File: config.mk
export PLATFORM = sky130hd
export DESIGN_NAME = scalar_reg_file_mp
export DESIGN_NICKNAME = d
export VERILOG_FILES = /design/src/rtl/scalar_reg_file_mp.sv
export SDC_FILE = /design/constraint.sdc
export NUM_CORES = 2
export LEC_CHECK = 0
export BUFFER_PORTS_ARGS = -buffer_cell sky130_fd_sc_hd__buf_2
export CAP_MARGIN = 20
export CORE_MARGIN = 4
export CORE_UTILIZATION = 64
export DETAILED_ROUTE_END_ITERATION = 8
export PLACE_DENSITY_LB_ADDON = 0.2
export SLEW_MARGIN = 20
export SYNTH_ARGS = -nofsm -noshare
export SYNTH_HDL_FRONTEND = slang
export SYNTH_SLANG_ARGS = --single-unit
File: constraint.sdc
create_clock -name clk -period 3.9 [get_ports clk]
set_input_delay 0.585 -clock clk [delete_from_list [all_inputs] [get_ports clk]]
set_output_delay 0.585 -clock clk [all_outputs]
set_load 0.05 [all_outputs]
File: src/rtl/scalar_reg_file_mp.sv
// Scalar register file with in-order write reservations, per-register pending counters and NUM_RD read ports.
// Optional same-cycle forwarding of the retiring write to readers is enabled by defining SRF_BYPASS_EN.
module scalar_reg_file_mp #(
    parameter int DATA_WIDTH  = 32,
    parameter int NUM_REGS    = 32,
    parameter int NUM_PENDING = 4,
    parameter int NUM_RD      = 2,
    localparam int AW = (NUM_REGS > 1) ? $clog2(NUM_REGS) : 1,
    localparam int CW = $clog2(NUM_PENDING + 1),
    localparam int PW = (NUM_PENDING > 1) ? $clog2(NUM_PENDING) : 1
) (
    input  logic                         clk,
    input  logic                         rst_n,
    input  logic                         alloc_valid,
    input  logic [AW-1:0]                alloc_addr,
    output logic                         alloc_ready,
    input  logic                         wr_valid,
    input  logic                         wr_mask,
    input  logic [DATA_WIDTH-1:0]        wr_data,
    input  logic [NUM_RD-1:0]            rd_en,
    input  logic [NUM_RD*AW-1:0]         rd_addr,
    output logic [NUM_RD*DATA_WIDTH-1:0] rd_data,
    output logic [NUM_RD-1:0]            rd_valid,
    output logic [NUM_REGS-1:0]          busy_vec,
    output logic [CW-1:0]                pend_count,
    output logic                         underflow_err
);

    logic [DATA_WIDTH-1:0] r_regs   [NUM_REGS];
    logic [AW-1:0]         r_fifo   [NUM_PENDING];
    logic [CW-1:0]         r_cnt    [NUM_REGS];
    logic [CW-1:0]         w_cnt_nxt[NUM_REGS];
    logic [PW-1:0]         r_head, r_tail;
    logic [NUM_REGS-1:0]   r_busy;
    logic [CW-1:0]         r_pend;
    logic                  r_under;

    logic          w_alloc_acc, w_has_pend, w_push, w_pop, w_direct, w_under;
    logic [AW-1:0] w_head_addr;
    logic [AW-1:0] w_ra;

    function automatic logic [PW-1:0] ptr_inc(input logic [PW-1:0] p);
        return (p == PW'(NUM_PENDING - 1)) ? '0 : p + PW'(1);
    endfunction

    assign alloc_ready   = (r_pend != CW'(NUM_PENDING));
    assign busy_vec      = r_busy;
    assign pend_count    = r_pend;
    assign underflow_err = r_under;

    assign w_alloc_acc = alloc_valid & alloc_ready;
    assign w_has_pend  = (r_pend != '0);
    assign w_pop       = wr_valid & w_has_pend;
    // With nothing queued, a write meeting a fresh alloc lands straight in that register.
    assign w_direct    = w_alloc_acc & wr_valid & ~w_has_pend;
    assign w_push      = w_alloc_acc & ~w_direct;
    assign w_under     = wr_valid & ~w_has_pend & ~w_alloc_acc;
    assign w_head_addr = r_fifo[r_head];

    always_comb begin
        for (int r = 0; r < NUM_REGS; r++) begin
            w_cnt_nxt[r] = r_cnt[r];
            if (w_push && alloc_addr == AW'(r))
                w_cnt_nxt[r] = w_cnt_nxt[r] + CW'(1);
            if (w_pop && w_head_addr == AW'(r))
                w_cnt_nxt[r] = w_cnt_nxt[r] - CW'(1);
        end
    end

    always_ff @(posedge clk or negedge rst_n) begin
        if (!rst_n) begin
            for (int r = 0; r < NUM_REGS; r++) begin
                r_regs[r] <= '0;
                r_cnt[r]  <= '0;
            end
            for (int p = 0; p < NUM_PENDING; p++)
                r_fifo[p] <= '0;
            r_head  <= '0;
            r_tail  <= '0;
            r_busy  <= '0;
            r_pend  <= '0;
            r_under <= 1'b0;
        end else begin
            for (int r = 0; r < NUM_REGS; r++) begin
                r_cnt[r]  <= w_cnt_nxt[r];
                r_busy[r] <= (w_cnt_nxt[r] != '0);
                if (wr_mask && ((w_pop && w_head_addr == AW'(r)) ||
                                (w_direct && alloc_addr == AW'(r))))
                    r_regs[r] <= wr_data;
            end
            if (w_push) begin
                r_fifo[r_tail] <= alloc_addr;
                r_tail         <= ptr_inc(r_tail);
            end
            if (w_pop)
                r_head <= ptr_inc(r_head);
            if (w_push && !w_pop)
                r_pend <= r_pend + CW'(1);
            else if (w_pop && !w_push)
                r_pend <= r_pend - CW'(1);
            if (w_under)
                r_under <= 1'b1;
        end
    end

    always_comb begin
        rd_data  = '0;
        rd_valid = '0;
        w_ra     = '0;
        for (int i = 0; i < NUM_RD; i++) begin
            if (rd_en[i]) begin
                w_ra = rd_addr[i*AW +: AW];
                rd_data[i*DATA_WIDTH +: DATA_WIDTH] = r_regs[w_ra];
                rd_valid[i] = ~r_busy[w_ra];
`ifdef SRF_BYPASS_EN
                // Forward only when the retiring write clears the register's last reservation.
                if (w_pop && wr_mask && w_head_addr == w_ra && r_cnt[w_ra] == CW'(1)) begin
                    rd_data[i*DATA_WIDTH +: DATA_WIDTH] = wr_data;
                    rd_valid[i] = 1'b1;
                end
`endif
            end
        end
    end

endmodule

Yosys cells after proc, flatten, opt, wreduce, memory -nomap -nowiden:

Index checks and enable logic that the tools add are counted.

* flip-flop bits (word level): 1180
* output and inout port bits: 103
* logic and storage cells: 518

* add/subtract/negate cells: 68
* $lt $le $gt $ge: 7
* equal/unequal tests: 65
* multiplexer cells: 88
* bitwise gates (word level): 16
* reductions and logical operators: 201

Operators by type and width (count)
* $bmux W32 S5: 2
* $mux W3: 66
* $mux W32: 6
* $eq A5 B5 Y1 const B: 32
* $logic_and A1 B1 Y1: 131
* $add A3 B1 Y3 const B: 33
* $reduce_bool A3 Y1: 33
* $sub A3 B1 Y3 const B: 33
* $eq A5 B4 Y1 const B: 16
* $eq A5 B3 Y1 const B: 8
* $logic_or A1 B1 Y1: 32
* $bwmux W20: 1
* $eq A5 B2 Y1 const B: 4
* $mux W5: 3
* $ge A6 B6 Y1 const B: 2
* $lt A5 B6 Y1 const B: 2
* $not A5 Y6: 2
* $bmux W1 S5: 2
* $bmux W5 S2: 1
* $demux W5 S2: 1
* $eq A5 B1 Y1 const B: 2
* $logic_not A5 Y1: 2
* $and A1 B1 Y1: 7
* $ge A3 B3 Y1 const B: 2
* 10 further kinds: 22

Longest topological paths before layout:

* word-level depth: 11
* mapped depth: 11
* gate-level depth less buffers: 9

Least setup slack after synthesis:

OpenSTA, ideal clock, no wires.

* path kind: input-to-output
* start: input rd_addr[0]
* end: output rd_valid[0]
* arrival: 3.271 ns
* data required time: 3.315 ns
* slack: 0.044 ns
* cell stages on the path: 6
* buffers on the path: 3
* cell sequence: clkbuf_1 buf_2 buf_1 mux4_2 mux4_2 o2bb2ai_1

* cells in the longest elaborated chain, start to end: 4

Ends and longest elaborated chain
* start, declared: line 21 `input logic [NUM_RD*AW-1:0] rd_addr,`
* $bmux W1 S5: line 114 `rd_valid[i] = ~r_busy[w_ra];`
* $mux W1 (not written as such): line 114
* $not A1 Y1: line 114
* $mux W1: line 111 `if (rd_en[i]) begin`
* end, declared: line 23 `output logic [NUM_RD-1:0] rd_valid,`

Every way passes these cells. The select of a mux whose other input is x is not followed.

Worst setup path after layout:

* start: register r_head[0]
* end: register r_regs[939] (netlist name)

* cells in the longest elaborated chain, start to end: 8

Ends and longest elaborated chain
* start, declared: line 33 `logic [PW-1:0] r_head, r_tail;`
* start signal, assigned: line 96 `r_head <= ptr_inc(r_head);`
* $not A2 Y3 (not written as such): line 58 `assign w_head_addr = r_fifo[r_head];`
* $bmux W5 S2: line 58
* $mux W5 (not written as such) (2 in series): line 58
* $eq A5 B2 Y1: line 87 `if (wr_mask && ((w_pop && w_head_addr == AW'(r)) ||`
* $logic_and A1 B1 Y1: line 87
* $logic_or A1 B1 Y1: line 87
* $logic_and A1 B1 Y1: line 87
* end signal, assigned by index: line 89 `r_regs[r] <= wr_data;`
* end, declared: line 29 `logic [DATA_WIDTH-1:0] r_regs [NUM_REGS];`

Every way passes these cells. The select of a mux whose other input is x is not followed.
A chain may end at the register's enable or synchronous reset.

==> results.json <==
{
  "crit_path_max_fanout": 32,
  "max_slew_margin": 0.299,
  "reg2regPathDepth": 7,
  "synth-compound-area-share": 0.0268,
  "dr.first_iter.drc_count": 3415,
  "timing.max_cap.violations": 0,
  "synth_ff_type": "sky130_fd_sc_hd__dfrtp_1",
  "coreArea_um2": 100000,
  "grt_first_pass_wirelength_um": 269000,
  "floorplan.rows": 116,
  "wl_final_um": 175000,
  "worst_r2r_endpoint": "r_regs[939]",
  "worst_setup_hold_path_clk_slew_ns": 0.06,
  "chipWidth_um": 326,
  "drc_errors": 0,
  "clkSinkCount": 1180,
  "largest_net_degree_at_the_start_of_global_routing": 139,
  "vias_per_cell": 7.12,
  "rr_startpoint": "r_head[0]",
  "synth_cells": 4067,
  "io_buffers": 156,
  "synth.area.mux_share": 0.423,
  "fin_worst_hold_slack_ns": 0.231,
  "synth_warnings": 0,
  "critical_path.endpoint_type": "register",
  "detail_route.wl_per_cell_um": 31.3,
  "design.portCount": 157,
  "async_flop_share": 1.00,
  "synth_xor_area_frac": 0.0223,
  "cts_resized": 0,
  "seq_area_frac_synth": 0.456,
  "min_period_over_period": 0.894,
  "dpl-instance-area_um2": 68300,
  "clock_path_buffers": 3,
  "clockRootBuffer": "sky130_fd_sc_hd__clkbuf_16",
  "final_common_cell": "sky130_fd_sc_hd__dfrtp_1",
  "type_of_the_worst_setup_path": "register to register",
  "number_of_iterations_in_the_first_detailed_routing_pass": 7,
  "nNetsFinal": 4275,
  "cts_post_setup_buffers_inserted": 0,
  "synth_area_per_cell_um2": 15.9,
  "whs_endpoint": "r_fifo[14]",
  "fin_cells": 5610,
  "critical_path_arrival_ns": 4.10,
  "route.vias.total": 39900,
  "whs_path_depth": 2,
  "placed_cells": 5375,
  "mappedNetlistNets": 4191,
  "area_of_the_mapped_netlist_um2": 64800,
  "reg2reg_slack_ns": 0.41,
  "antenna_found_initial": 7,
  "flow.area_growth_from_synthesis_pct": 12.2,
  "crit_path_start_kind": "register",
  "synth-edff-count": 0,
  "p_leak_nw": 32.5,
  "cts_tree": "yes",
  "number_of_synthesized_register_bits": 1180,
  "floorplan.die.height_um": 326,
  "grt_setup_unrepaired": "false",
  "final.min_clock_period_ns": 3.49,
  "layout_common_cells": "1180 x sky130_fd_sc_hd__dfrtp_1, 985 x sky130_fd_sc_hd__mux2_2, 663 x sky130_fd_sc_hd__mux4_2",
  "run_status": "finished clean",
  "finalSetupViolations": 0,
  "layout-drive-gt1-share": 0.545,
  "drtAntennaViolNets": 0,
  "grt_overflow_total": 0,
  "grt_pass1_vias": 42500,
  "hold_path_startpoint": "alloc_addr[4]",
  "hp-class": "input pin to register",
  "globalRouteTotalUtil": 0.337,
  "routability_congestion_estimate_from_global_placement": 0.829,
  "yosys.area_share.adder": 0.0136,
  "powerDensity_nw_per_um2": 714,
  "required_ns": 4.51,
  "fin_tns_setup_ns": 0,
  "post_synth_and_or_nand_nor_area_fraction": 0.0266,
  "unique_cell_type_count_in_the_yosys_netlist": 66,
  "clk_latency_ns": 0.74,
  "vdd_drop_max_mv": 0.518,
  "fin_area_um2": 72700,
  "start_util": 0.646,
  "cts_made_buffers": 130,
  "finClkSkew_ns": 0.0238,
  "clock_tree.htree_level_count": 4,
  "dpl.hpwl_um": 105000,
  "fp.dieArea_um2": 106000,
  "finalHoldViolations": 0,
  "synth_top_family_by_area": "multiplexers",
  "achievable-frequency_mhz": 287,
  "tightestPinTransition_ns": 1.05,
  "slew_viol_final": 0
}
## repair_timing
item	4_1_cts	5_1_grt
setup endpoints to repair	0	0
hold buffers	1	0
hold endpoints to repair	7	0
## sequential cells by signal (all words and copies together), names as in the netlist
name / cells
r_fifo: 20
pend_count: 3
underflow_err: 1
r_tail: 2
r_cnt: 96
r_regs: 1024
r_head: 2
busy_vec: 32
## worst max-delay path, cell delays in order (launching register included)
cell and delay (ns):
sky130_fd_sc_hd__dfrtp_1 0.58, sky130_fd_sc_hd__mux4_2 0.62, sky130_fd_sc_hd__nand2b_1 0.56, sky130_fd_sc_hd__buf_4 0.24
sky130_fd_sc_hd__nor3_4 0.06, sky130_fd_sc_hd__o21ai_4 0.16, sky130_fd_sc_hd__buf_4 0.69, sky130_fd_sc_hd__mux2_2 0.42
## cell usage after synthesis (4+ instances only)
cell type / instances / area [um^2]
sky130_fd_sc_hd__nand4bb_1: 7 / 78.8
sky130_fd_sc_hd__mux2_4: 30 / 450
sky130_fd_sc_hd__nor4bb_1: 9 / 90.1
sky130_fd_sc_hd__nand4b_1: 18 / 158
sky130_fd_sc_hd__clkbuf_1: 239 / 897
sky130_fd_sc_hd__o21ai_1: 14 / 70.1
sky130_fd_sc_hd__ha_1: 69 / 863
sky130_fd_sc_hd__buf_4: 7 / 52.6
sky130_fd_sc_hd__nand2_1: 70 / 263
sky130_fd_sc_hd__nand3_1: 4 / 20.0
sky130_fd_sc_hd__nor2_1: 39 / 146
sky130_fd_sc_hd__nand2b_1: 4 / 25.0
sky130_fd_sc_hd__buf_2: 81 / 405
sky130_fd_sc_hd__a41oi_1: 5 / 43.8
sky130_fd_sc_hd__inv_1: 11 / 41.3
sky130_fd_sc_hd__o22ai_1: 4 / 25.0
sky130_fd_sc_hd__nor2_2: 5 / 31.3
sky130_fd_sc_hd__o21ai_2: 16 / 140
sky130_fd_sc_hd__mux2_2: 985 / 11100
sky130_fd_sc_hd__or4b_2: 4 / 40.0
sky130_fd_sc_hd__o21ai_0: 7 / 35.0
sky130_fd_sc_hd__a21oi_1: 8 / 40.0
sky130_fd_sc_hd__a211oi_1: 16 / 120
sky130_fd_sc_hd__nor4b_1: 6 / 52.6
sky130_fd_sc_hd__buf_1: 38 / 143
sky130_fd_sc_hd__nand4_1: 5 / 31.3
sky130_fd_sc_hd__mux2i_1: 58 / 581
sky130_fd_sc_hd__a31oi_1: 9 / 56.3
sky130_fd_sc_hd__and4b_1: 13 / 130
sky130_fd_sc_hd__mux2_1: 34 / 383
sky130_fd_sc_hd__dfrtp_1: 1180 / 29500
sky130_fd_sc_hd__nor2b_1: 15 / 93.8
sky130_fd_sc_hd__o31a_1: 16 / 140
sky130_fd_sc_hd__xor2_1: 76 / 666
sky130_fd_sc_hd__a22o_1: 64 / 561
sky130_fd_sc_hd__xnor2_1: 81 / 709
sky130_fd_sc_hd__buf_6: 42 / 473
sky130_fd_sc_hd__o2111ai_1: 29 / 254
sky130_fd_sc_hd__mux4_2: 663 / 14900
sky130_fd_sc_hd__nor3_4: 24 / 390
sky130_fd_sc_hd__o211ai_1: 16 / 120
## worst max-delay path by stage
stage | startpoint | end | slack [ns] | cells past startpoint
4_1_cts | r_head[0] | r_regs[950] | 0.43 | 7
3_5_place_dp | r_head[0] | r_regs[939] | 0.46 | 7
3_3_place_gp | rd_addr[0] | rd_data[17] | 0.48 | 6
2_1_floorplan | rd_addr[0] | rd_valid[0] | 0.04 | 6
5_1_grt | r_head[0] | r_regs[942] | 0.25 | 7
6_report | r_head[0] | r_regs[939] | 0.41 | 7
## layout make-up
class | instances | area (um^2)
Fill cell | 6231 | 27600
Multi-Input combinational cell | 2467 | 33500
Tap cell | 1357 | 1700
Clock inverter | 38 | 467
Sequential cell | 1180 | 29500
Antenna cell | 5 | 12.5
Clock buffer | 191 | 3880
Timing Repair Buffer | 361 | 3520
Inverter | 11 | 41.3
## per-layer routing
metal  up-vias  part of all wire  global-route usage
met2      1752              0.48               0.532
met4         6             0.039               0.128
met1     21700              0.40               0.467
li1      16100                 -                   -
met3       402             0.083              0.0768
met5         -           0.00025                   0
## power by group
group / internal [W] / switching [W]
clock: 0.00754 / 0.00499
combinational: 0.0103 / 0.00802
sequential: 0.0173 / 0.00373
## stage by stage
step | setup WS (ns) | total power, W | utilization
floorplan | 0.0442 | 0.0343 | -
global placement | 0.481 | 0.0381 | 0.681
detailed placement | 0.463 | 0.0392 | 0.681
CTS | 0.428 | 0.0519 | 0.725
global route | 0.251 | 0.0544 | 0.725
finish | 0.412 | 0.0519 | 0.725
## cells by family (layout without fill, tap and decap cells)
kind of cell,after synthesis,count (layout)
AO/OA/AOI/OAI,219,219
buffers and inverters,420,601
flip-flops,1180,1180
adder cells (fa/ha/maj),70,70
AND/OR/NAND/NOR,248,248
multiplexers,1770,1770
XOR/XNOR,160,160
other,0,5
Power figures use the tool's default switching activity.
